## src/rtl/ram_cmd_arbiter.sv

```systemverilog
// Two-requester round-robin arbiter that turns whole read/write transactions into
// SPI RAM address/data command beats. Optional feature macro: RAM_ADDR_REUSE_EN.
module ram_cmd_arbiter #(
    parameter int MEM_WIDTH  = 8,
    parameter int RD_TIMEOUT = 15
) (
    input  logic                     clk,
    input  logic                     rst_n,
    input  logic [1:0]               req_valid,
    input  logic [1:0]               req_wr,
    input  logic [2*MEM_WIDTH-1:0]   req_addr,
    input  logic [2*MEM_WIDTH-1:0]   req_wdata,
    output logic [1:0]               req_ready,
    output logic [1:0]               rsp_valid,
    output logic [MEM_WIDTH-1:0]     rsp_rdata,
    output logic                     rsp_err,
    output logic [MEM_WIDTH+1:0]     rx_data,
    output logic                     rx_valid,
    input  logic                     tx_valid,
    input  logic [MEM_WIDTH-1:0]     dout
);

    localparam logic [1:0] CTRL_WR_ADDR = 2'b00;
    localparam logic [1:0] CTRL_WR_DATA = 2'b01;
    localparam logic [1:0] CTRL_RD_ADDR = 2'b10;
    localparam logic [1:0] CTRL_RD_DATA = 2'b11;
    localparam logic [7:0] TO_LAST      = 8'(RD_TIMEOUT - 1);

    typedef enum logic [2:0] {
        S_IDLE    = 3'd0,
        S_ADDR    = 3'd1,
        S_DATA    = 3'd2,
        S_WAIT_RD = 3'd3,
        S_RESP    = 3'd4
    } state_t;

    state_t                 r_state, w_state_next;
    logic [1:0]             r_req_ready, w_req_ready_next;
    logic                   r_gnt, w_gnt_next;
    logic                   r_rr, w_rr_next;
    logic                   r_wr, w_wr_next;
    logic [MEM_WIDTH-1:0]   r_addr, w_addr_next;
    logic [MEM_WIDTH-1:0]   r_wdata, w_wdata_next;
    logic                   r_rx_valid, w_rx_valid_next;
    logic [MEM_WIDTH+1:0]   r_rx_data, w_rx_data_next;
    logic [1:0]             r_rsp_valid, w_rsp_valid_next;
    logic [MEM_WIDTH-1:0]   r_rsp_rdata, w_rsp_rdata_next;
    logic                   r_rsp_err, w_rsp_err_next;
    logic [7:0]             r_cnt, w_cnt_next;

    logic [MEM_WIDTH-1:0]   w_req_addr  [2];
    logic [MEM_WIDTH-1:0]   w_req_wdata [2];
    logic                   w_arb_en;
    logic                   w_rr_eff;
    logic                   w_g;
    logic                   w_skip_addr;
    logic                   w_rd_timeout;
    logic [MEM_WIDTH+1:0]   w_addr_beat;
    logic [MEM_WIDTH+1:0]   w_data_beat;

    generate
        for (genvar gi = 0; gi < 2; gi++) begin : g_unpack
            assign w_req_addr[gi]  = req_addr[gi*MEM_WIDTH +: MEM_WIDTH];
            assign w_req_wdata[gi] = req_wdata[gi*MEM_WIDTH +: MEM_WIDTH];
        end
    endgenerate

    // Arbitration also runs in RESP, where the pointer update (~gnt) is not yet visible.
    assign w_rr_eff     = (r_state == S_RESP) ? ~r_gnt : r_rr;
    assign w_g          = (&req_valid) ? w_rr_eff : req_valid[1];
    assign w_rd_timeout = (r_state == S_WAIT_RD) && !tx_valid && (r_cnt == TO_LAST);
    assign w_addr_beat  = {(r_wr ? CTRL_WR_ADDR : CTRL_RD_ADDR), r_addr};
    assign w_data_beat  = {(r_wr ? CTRL_WR_DATA : CTRL_RD_DATA), (r_wr ? r_wdata : '0)};

`ifdef RAM_ADDR_REUSE_EN
    logic [MEM_WIDTH-1:0]   r_last_wr_addr;
    logic [MEM_WIDTH-1:0]   r_last_rd_addr;
    logic                   r_last_wr_vld;
    logic                   r_last_rd_vld;

    assign w_skip_addr = r_wr ? (r_last_wr_vld && (r_last_wr_addr == r_addr))
                              : (r_last_rd_vld && (r_last_rd_addr == r_addr));

    // The RAM keeps separate write and read address latches, so track each kind.
    always_ff @(posedge clk) begin
        if (!rst_n) begin
            r_last_wr_addr <= '0;
            r_last_rd_addr <= '0;
            r_last_wr_vld  <= 1'b0;
            r_last_rd_vld  <= 1'b0;
        end else begin
            if (r_state == S_ADDR) begin
                if (r_wr) begin
                    r_last_wr_addr <= r_addr;
                    r_last_wr_vld  <= 1'b1;
                end else begin
                    r_last_rd_addr <= r_addr;
                    r_last_rd_vld  <= 1'b1;
                end
            end
            if (w_rd_timeout) begin
                r_last_rd_vld <= 1'b0;
            end
        end
    end
`else
    assign w_skip_addr = 1'b0;
`endif

    always_comb begin
        w_state_next     = r_state;
        w_req_ready_next = 2'b00;
        w_gnt_next       = r_gnt;
        w_rr_next        = r_rr;
        w_wr_next        = r_wr;
        w_addr_next      = r_addr;
        w_wdata_next     = r_wdata;
        w_rx_valid_next  = 1'b0;
        w_rx_data_next   = r_rx_data;
        w_rsp_valid_next = 2'b00;
        w_rsp_rdata_next = '0;
        w_rsp_err_next   = 1'b0;
        w_cnt_next       = '0;
        w_arb_en         = 1'b0;

        // Registered outputs are loaded on entry, so each state shows its own outputs.
        case (r_state)
            S_IDLE: begin
                if (r_req_ready != 2'b00) begin
                    w_rx_valid_next = 1'b1;
                    if (w_skip_addr) begin
                        w_state_next   = S_DATA;
                        w_rx_data_next = w_data_beat;
                    end else begin
                        w_state_next   = S_ADDR;
                        w_rx_data_next = w_addr_beat;
                    end
                end else begin
                    w_arb_en = 1'b1;
                end
            end
            S_ADDR: begin
                w_state_next    = S_DATA;
                w_rx_valid_next = 1'b1;
                w_rx_data_next  = w_data_beat;
            end
            S_DATA: begin
                if (r_wr) begin
                    w_state_next     = S_RESP;
                    w_rsp_valid_next = r_gnt ? 2'b10 : 2'b01;
                end else begin
                    w_state_next = S_WAIT_RD;
                end
            end
            S_WAIT_RD: begin
                if (tx_valid) begin
                    w_state_next     = S_RESP;
                    w_rsp_valid_next = r_gnt ? 2'b10 : 2'b01;
                    w_rsp_rdata_next = dout;
                end else if (w_rd_timeout) begin
                    w_state_next     = S_RESP;
                    w_rsp_valid_next = r_gnt ? 2'b10 : 2'b01;
                    w_rsp_err_next   = 1'b1;
                end else begin
                    w_cnt_next = r_cnt + 8'd1;
                end
            end
            S_RESP: begin
                w_state_next = S_IDLE;
                w_rr_next    = ~r_gnt;
                w_arb_en     = 1'b1;
            end
            default: begin
                w_state_next = S_IDLE;
            end
        endcase

        if (w_arb_en && (req_valid != 2'b00)) begin
            w_req_ready_next = w_g ? 2'b10 : 2'b01;
            w_gnt_next       = w_g;
            w_wr_next        = req_wr[w_g];
            w_addr_next      = w_req_addr[w_g];
            w_wdata_next     = w_req_wdata[w_g];
        end
    end

    always_ff @(posedge clk) begin
        if (!rst_n) begin
            r_state     <= S_IDLE;
            r_req_ready <= 2'b00;
            r_gnt       <= 1'b0;
            r_rr        <= 1'b0;
            r_wr        <= 1'b0;
            r_addr      <= '0;
            r_wdata     <= '0;
            r_rx_valid  <= 1'b0;
            r_rx_data   <= '0;
            r_rsp_valid <= 2'b00;
            r_rsp_rdata <= '0;
            r_rsp_err   <= 1'b0;
            r_cnt       <= '0;
        end else begin
            r_state     <= w_state_next;
            r_req_ready <= w_req_ready_next;
            r_gnt       <= w_gnt_next;
            r_rr        <= w_rr_next;
            r_wr        <= w_wr_next;
            r_addr      <= w_addr_next;
            r_wdata     <= w_wdata_next;
            r_rx_valid  <= w_rx_valid_next;
            r_rx_data   <= w_rx_data_next;
            r_rsp_valid <= w_rsp_valid_next;
            r_rsp_rdata <= w_rsp_rdata_next;
            r_rsp_err   <= w_rsp_err_next;
            r_cnt       <= w_cnt_next;
        end
    end

    assign req_ready = r_req_ready;
    assign rsp_valid = r_rsp_valid;
    assign rsp_rdata = r_rsp_rdata;
    assign rsp_err   = r_rsp_err;
    assign rx_data   = r_rx_data;
    assign rx_valid  = r_rx_valid;

endmodule

```

## config.mk

```make
export PLATFORM = sky130hd
export DESIGN_NAME = ram_cmd_arbiter
export DESIGN_NICKNAME = d
export VERILOG_FILES = /design/src/rtl/ram_cmd_arbiter.sv
export SDC_FILE = /design/constraint.sdc
export NUM_CORES = 1
export LEC_CHECK = 0
export ABC_AREA = 1
export CORE_MARGIN = 2
export CORE_UTILIZATION = 42
export DETAILED_ROUTE_END_ITERATION = 12
export PLACE_DENSITY_LB_ADDON = 0.1
export SKIP_CTS_REPAIR_TIMING = 1
export SYNTH_ARGS = -nofsm -noshare
export SYNTH_HDL_FRONTEND = slang
export SYNTH_SLANG_ARGS = --single-unit
```

## constraint.sdc

```tcl
create_clock -name clk -period 1.41 [get_ports clk]
set_clock_uncertainty 0.1 [all_clocks]
set_input_delay 0.2115 -clock clk [delete_from_list [all_inputs] [get_ports clk]]
set_output_delay 0.2115 -clock clk [all_outputs]
set_load 0.01 [all_outputs]
```

# Word level (Yosys, flattened, before mapping)
# Index checks and enable logic that the tools add are counted.
[classes]
add_sub_neg = 1
magnitude_cmp = 2
n_eq_ne = 7
muxes = 31
n_bitwise = 4
reduce_logical = 15
[ops]
columns = ["cell", "count"]
rows = [
  ["$mux W8", 7],
  ["$pmux W10 S2", 1],
  ["$mux W2", 7],
  ["$mux W3", 4],
  ["$pmux W3 S4", 1],
  ["$mux W10", 1],
  ["$add A8 B1 Y8 const B", 1],
  ["$eq A8 B4 Y1 const B", 1],
  ["$reduce_and A2 Y1", 4],
  ["$mux W1", 7],
  ["$eq A3 B2 Y1 const B", 2],
  ["$reduce_bool A2 Y1", 3],
  ["$pmux W1 S2", 2],
  ["$pmux W2 S2", 1],
  ["$reduce_or A4 Y1", 1],
  ["$eq A3 B1 Y1 const B", 1],
  ["$eq A3 B3 Y1 const B", 1],
  ["$logic_and A1 B1 Y1", 3],
  ["$logic_not A3 Y1", 1],
  ["$ne A3 B3 Y1 const B", 1],
  ["$not A1 Y1", 3],
  ["$reduce_and A3 Y1", 1],
  ["$reduce_or A3 Y1", 1],
  ["$ge A2 B2 Y1 const B", 1],
  ["4 further kinds", 4],
]
[totals]
ff_bits = 54
input_bits = 47
out_inout_bits = 24
wordCells = 73

# Longest topological paths before layout
[depth]
ltp_word = 7
depth_mapped = 9
ltp_nobuf = 9

# Worst setup path before layout
# Ideal clock, no wire load.
[synth_timing]
kind = "reg2reg"
start = "reg r_state[0]"
end = "reg r_wr"
setup_ns = 0.117
t_arrival_ns = 1.205
slack_ns = -0.012
path_stages_with_launch = 10
path_buffers = 1
cell_sequence = "dfxtp_1 > inv_2 > nand2_2 > nor2_4 > nand2_2 > a21oi_4 > buf_4 > nand2_1 > nor2_1 > nor2_1"
[synth_between]
elab_chain_len = 5
word_cells_on_any_way = 8
classes_between = "eq/ne (1); mux (5); reduce/logical (2)"
[synth_rtl]
columns = ["element", "line_no", "source"]
rows = [
  ["start, declared", "37", "state_t r_state, w_state_next;"],
  ["start signal, assigned", "203", "r_state <= w_state_next;"],
  ["$eq A3 B3 Y1", "69, 127", ""],
  ["$mux W1", "n/a", ""],
  ["$mux W1", "70", "assign w_g = (&req_valid) ? w_rr_eff : req_valid[1];"],
  ["$mux W1 (not written as such) (2 in series)", "181", "w_wr_next = req_wr[w_g];"],
  ["end signal, assigned", "207", "r_wr <= w_wr_next;"],
  ["end, declared", "41", "logic r_wr, w_wr_next;"],
]
# Parallel ways exist; a longest one is shown, timed or not. The select of a mux whose other input is x is not followed.
# A chain may end at the register's enable or synchronous reset.

# Worst setup path in the final report
[layout_timing]
start = "reg r_req_ready[1] (netlist: req_ready[1])"
end = "reg r_rx_data[4] (netlist: rx_data[4])"
[layout_between]
elab_chain_len = 3
[layout_rtl]
columns = ["element", "line_no", "source"]
rows = [
  ["start, declared", "38", "logic [1:0] r_req_ready, w_req_ready_next;"],
  ["start signal, assigned", "204", "r_req_ready <= w_req_ready_next;"],
  ["$reduce_bool A2 Y1", "129", "if (r_req_ready != 2'b00) begin"],
  ["$ne A2 B2 Y1 (no source line)", "n/a", ""],
  ["$reduce_and A2 Y1 (no source line)", "n/a", ""],
  ["end signal, assigned", "211", "r_rx_data <= w_rx_data_next;"],
  ["end, declared", "45", "logic [MEM_WIDTH+1:0] r_rx_data, w_rx_data_next;"],
]
# No other way between the ends.

==> metrics <==
PortBufs=70; Arr. time, crit path=about 1.6 ns; asr flop ratio synth=0%; first-pass GRT wire length=about 9000 um; final core area utilization=between 60% and 70%; Critical Path RT=roughly 1.5 ns; clock root buffer master=clkbuf_8; Finish-stage setup viols=22; cells on worst reg2reg path=5; min Tclk post-route=1.49 ns; vias per cell=about 4.8; Hold Crit Depth=3; RSZ-0062 raised after global routing=true; core area=5540 um^2; post-synthesis xor/xnor area fraction=1.45%; Seq/Total Area, Yosys=about 45%; Post-Synth Simple-Gate Area=slightly above 30%; Leakage=1.96 nW; CP peak stage delay=0.43 ns; largest net degree at the start of global routing=37; PwrDens=around 1500 nW/um^2; Worst VDD drop=about 1000 uV; CTS tree=done; Slew Limit Fails=0; top cell type's share of synthesized area=~45%; Synth Area in Compound Gates=11.4%; CP Class=flop to flop; Net Count, Synth=a little under 400; leading area contributor after synthesis=dfxtp_1; largest family of logic cells by synthesized area=simple AND/OR/NAND/NOR gates; r2r startpoint=req_ready[1]; Filler Cells Inserted=just under 500; share of layout cells above drive strength 1=a little over a fifth; WP buf/inv=1; Die Y=~80 um; Crit Reg-Reg Endpoint=rx_data[4]; Post-DP HPWL=3960 um; DRC errors left=0; Avg Cell Area, Syn=7.10 um^2; Final Worst Setup Slack=-0.0776 ns; clk_lat worst skew=approximately 0.30 ns; outcome=complete, but fails checks; startpoint types=flop; max-cap violations=0; initial antenna violation count=0; Syn Inst Count=between 300 and 400; # nets final=478; 1st-iter DRT viols=just under 60; ranking of synthesized cells by area=dfxtp_1, nor2_1, nand3_1; CTS max path bufs=2; area grow syn2layout=55.2%; #FFs+latches synth=54; Hold Crit Class=input port to flop; commonest cells in the netlist=nor2_1, dfxtp_1, nand2_1; Rel. slew slack=around two thirds; CP top delay family=compound AO/OA/AOI/OAI gates; total number of vias=approximately 2,400; area of the multi-input gates=1300 um^2; Antenna diodes=0; slowest CP cell=o21ai_0; Chip Width=~80 um; post-synthesis adder-cell area fraction=under 10%; remaining antenna violation count=0; EDFF count, synth=0; final worst path period share=106%; Setup crit start=req_ready[1]; Ports=71; Clk pin slew, worst setup/hold paths=0.09 ns; CP most frequent cell=o21ai_0; top-count cell post-synth=nor2_1; violated checks=negative setup slack; vias in the first global route=around 2,100; fmax=between 0.6 and 0.7 GHz; Worst Max-Slew Pin Slew=~0.50 ns; critical hold path startpoint=dout[4]; row cnt=27; mux cell area share after synthesis=0%; FF-to-FF setup slack=-0.08 ns; Seq. cell area=1090 um^2; DR pass1 iterations=4; crit path cell chain=o21ai_0, nand2_4, buf_4, o21ai_0, nor2_1; count of warnings emitted by yosys=0; Initial Util=43.7%; endpoint type of the worst setup path=flop; H-tree Lvls=2; GPL Wtd Cong=about 0.76; Die Area=roughly 6400 um^2; Netlist cell types=25; total wire length=a little under 6000 um; dominant synthesized flop cell=dfxtp_1; # clock sinks=54; pre-CTS setup slack=-0.237 ns; CTS Buf Count=5; wire per inst=between 10 and 15 um; Fin. Hold Viols=0; crit-path max FO=5; Endpoint, Worst Hold=rsp_rdata[4]; Total GRT Usage=approximately 18%; synthesized area=2420 um^2; global route overflow=0
layer usage:
metal,track usage [%],up-vias,share of wire [%]
li1,-,1254,-
met2,29.1,73,49
met1,22.2,1068,45
met3,4.30,5,5.4
met5,0,-,0
met4,6.61,0,1.4
worst max-delay path by stage:
stage                    to  depth (start not counted)
3_5_place_dp       r_cnt[3]                          5
5_1_grt          rx_data[2]                          5
6_report         rx_data[4]                          5
3_3_place_gp     r_wdata[6]                          7
4_1_cts        req_ready[1]                          1
2_1_floorplan          r_wr                          9
placed cells by master, fill, tap and decap left out, drive strengths merged:
cell type,n
clkinv,1
clkdlybuf4s50,46
xor2,3
buf,25
a21oi,25
xnor2,1
ha,2
nand3,35
inv,39
dfxtp,54
o21ai,28
or2,1
nand4,3
nor2,79
nor3,6
dlymetal6s2s,24
clkbuf,8
nand2,49
cells by family after synthesis:
family,count (synthesis)
flip-flops,54
adder cells (fa/ha/maj),2
buffers and inverters,55
XOR/XNOR,4
AO/OA/AOI/OAI,53
AND/OR/NAND/NOR,173
cell type report:
cell class	instances	share of cell area [%]
Clock buffer	7	2.03
Tap cell	72	2.40
Timing Repair Buffer	96	27.8
Inverter	40	4.19
Multi-Input combinational cell	232	34.5
Sequential cell	54	29.1
where the power goes:
part	internal (mW)	switching [mW]	total, mW
combinational	1.21	1.34	2.56
sequential	1.91	0.238	2.15
clock	0.343	0.454	0.797
through the flow:
| stage | setup TNS (ns) | power [mW] | hold slack, ns | cell area (um^2) | instances |
|---|---|---|---|---|---|
| final | -0.558 | 5.50 | 0.338 | 3760 | 501 |
| after global routing | -3.11 | 5.93 | 0.334 | 3760 | 501 |
| after CTS | -3.79 | 5.15 | 0.325 | 3390 | 495 |
| after detailed placement | -7.21 | 4.34 | 0.361 | 3320 | 488 |
| after global placement | -6.37 | 4.32 | 0.350 | 3320 | 488 |
| after floorplan | -0.120 | 3.47 | 0.224 | 2420 | 341 |
flip-flops by register name, summed over array words and instances, names as in the netlist, 2 cells and up:
register   cells
rx_data       10
r_addr         8
r_cnt          8
r_wdata        8
rsp_rdata      8
r_state        3
req_ready      2
rsp_valid      2
worst reg2reg max path, cell delays in order, from the launching register on:
cell	delay, ns
dfxtp_1	0.33
o21ai_0	0.43
nand2_4	0.12
buf_4	0.18
o21ai_0	0.16
nor2_1	0.06
(Power assumes the default switching activity.)
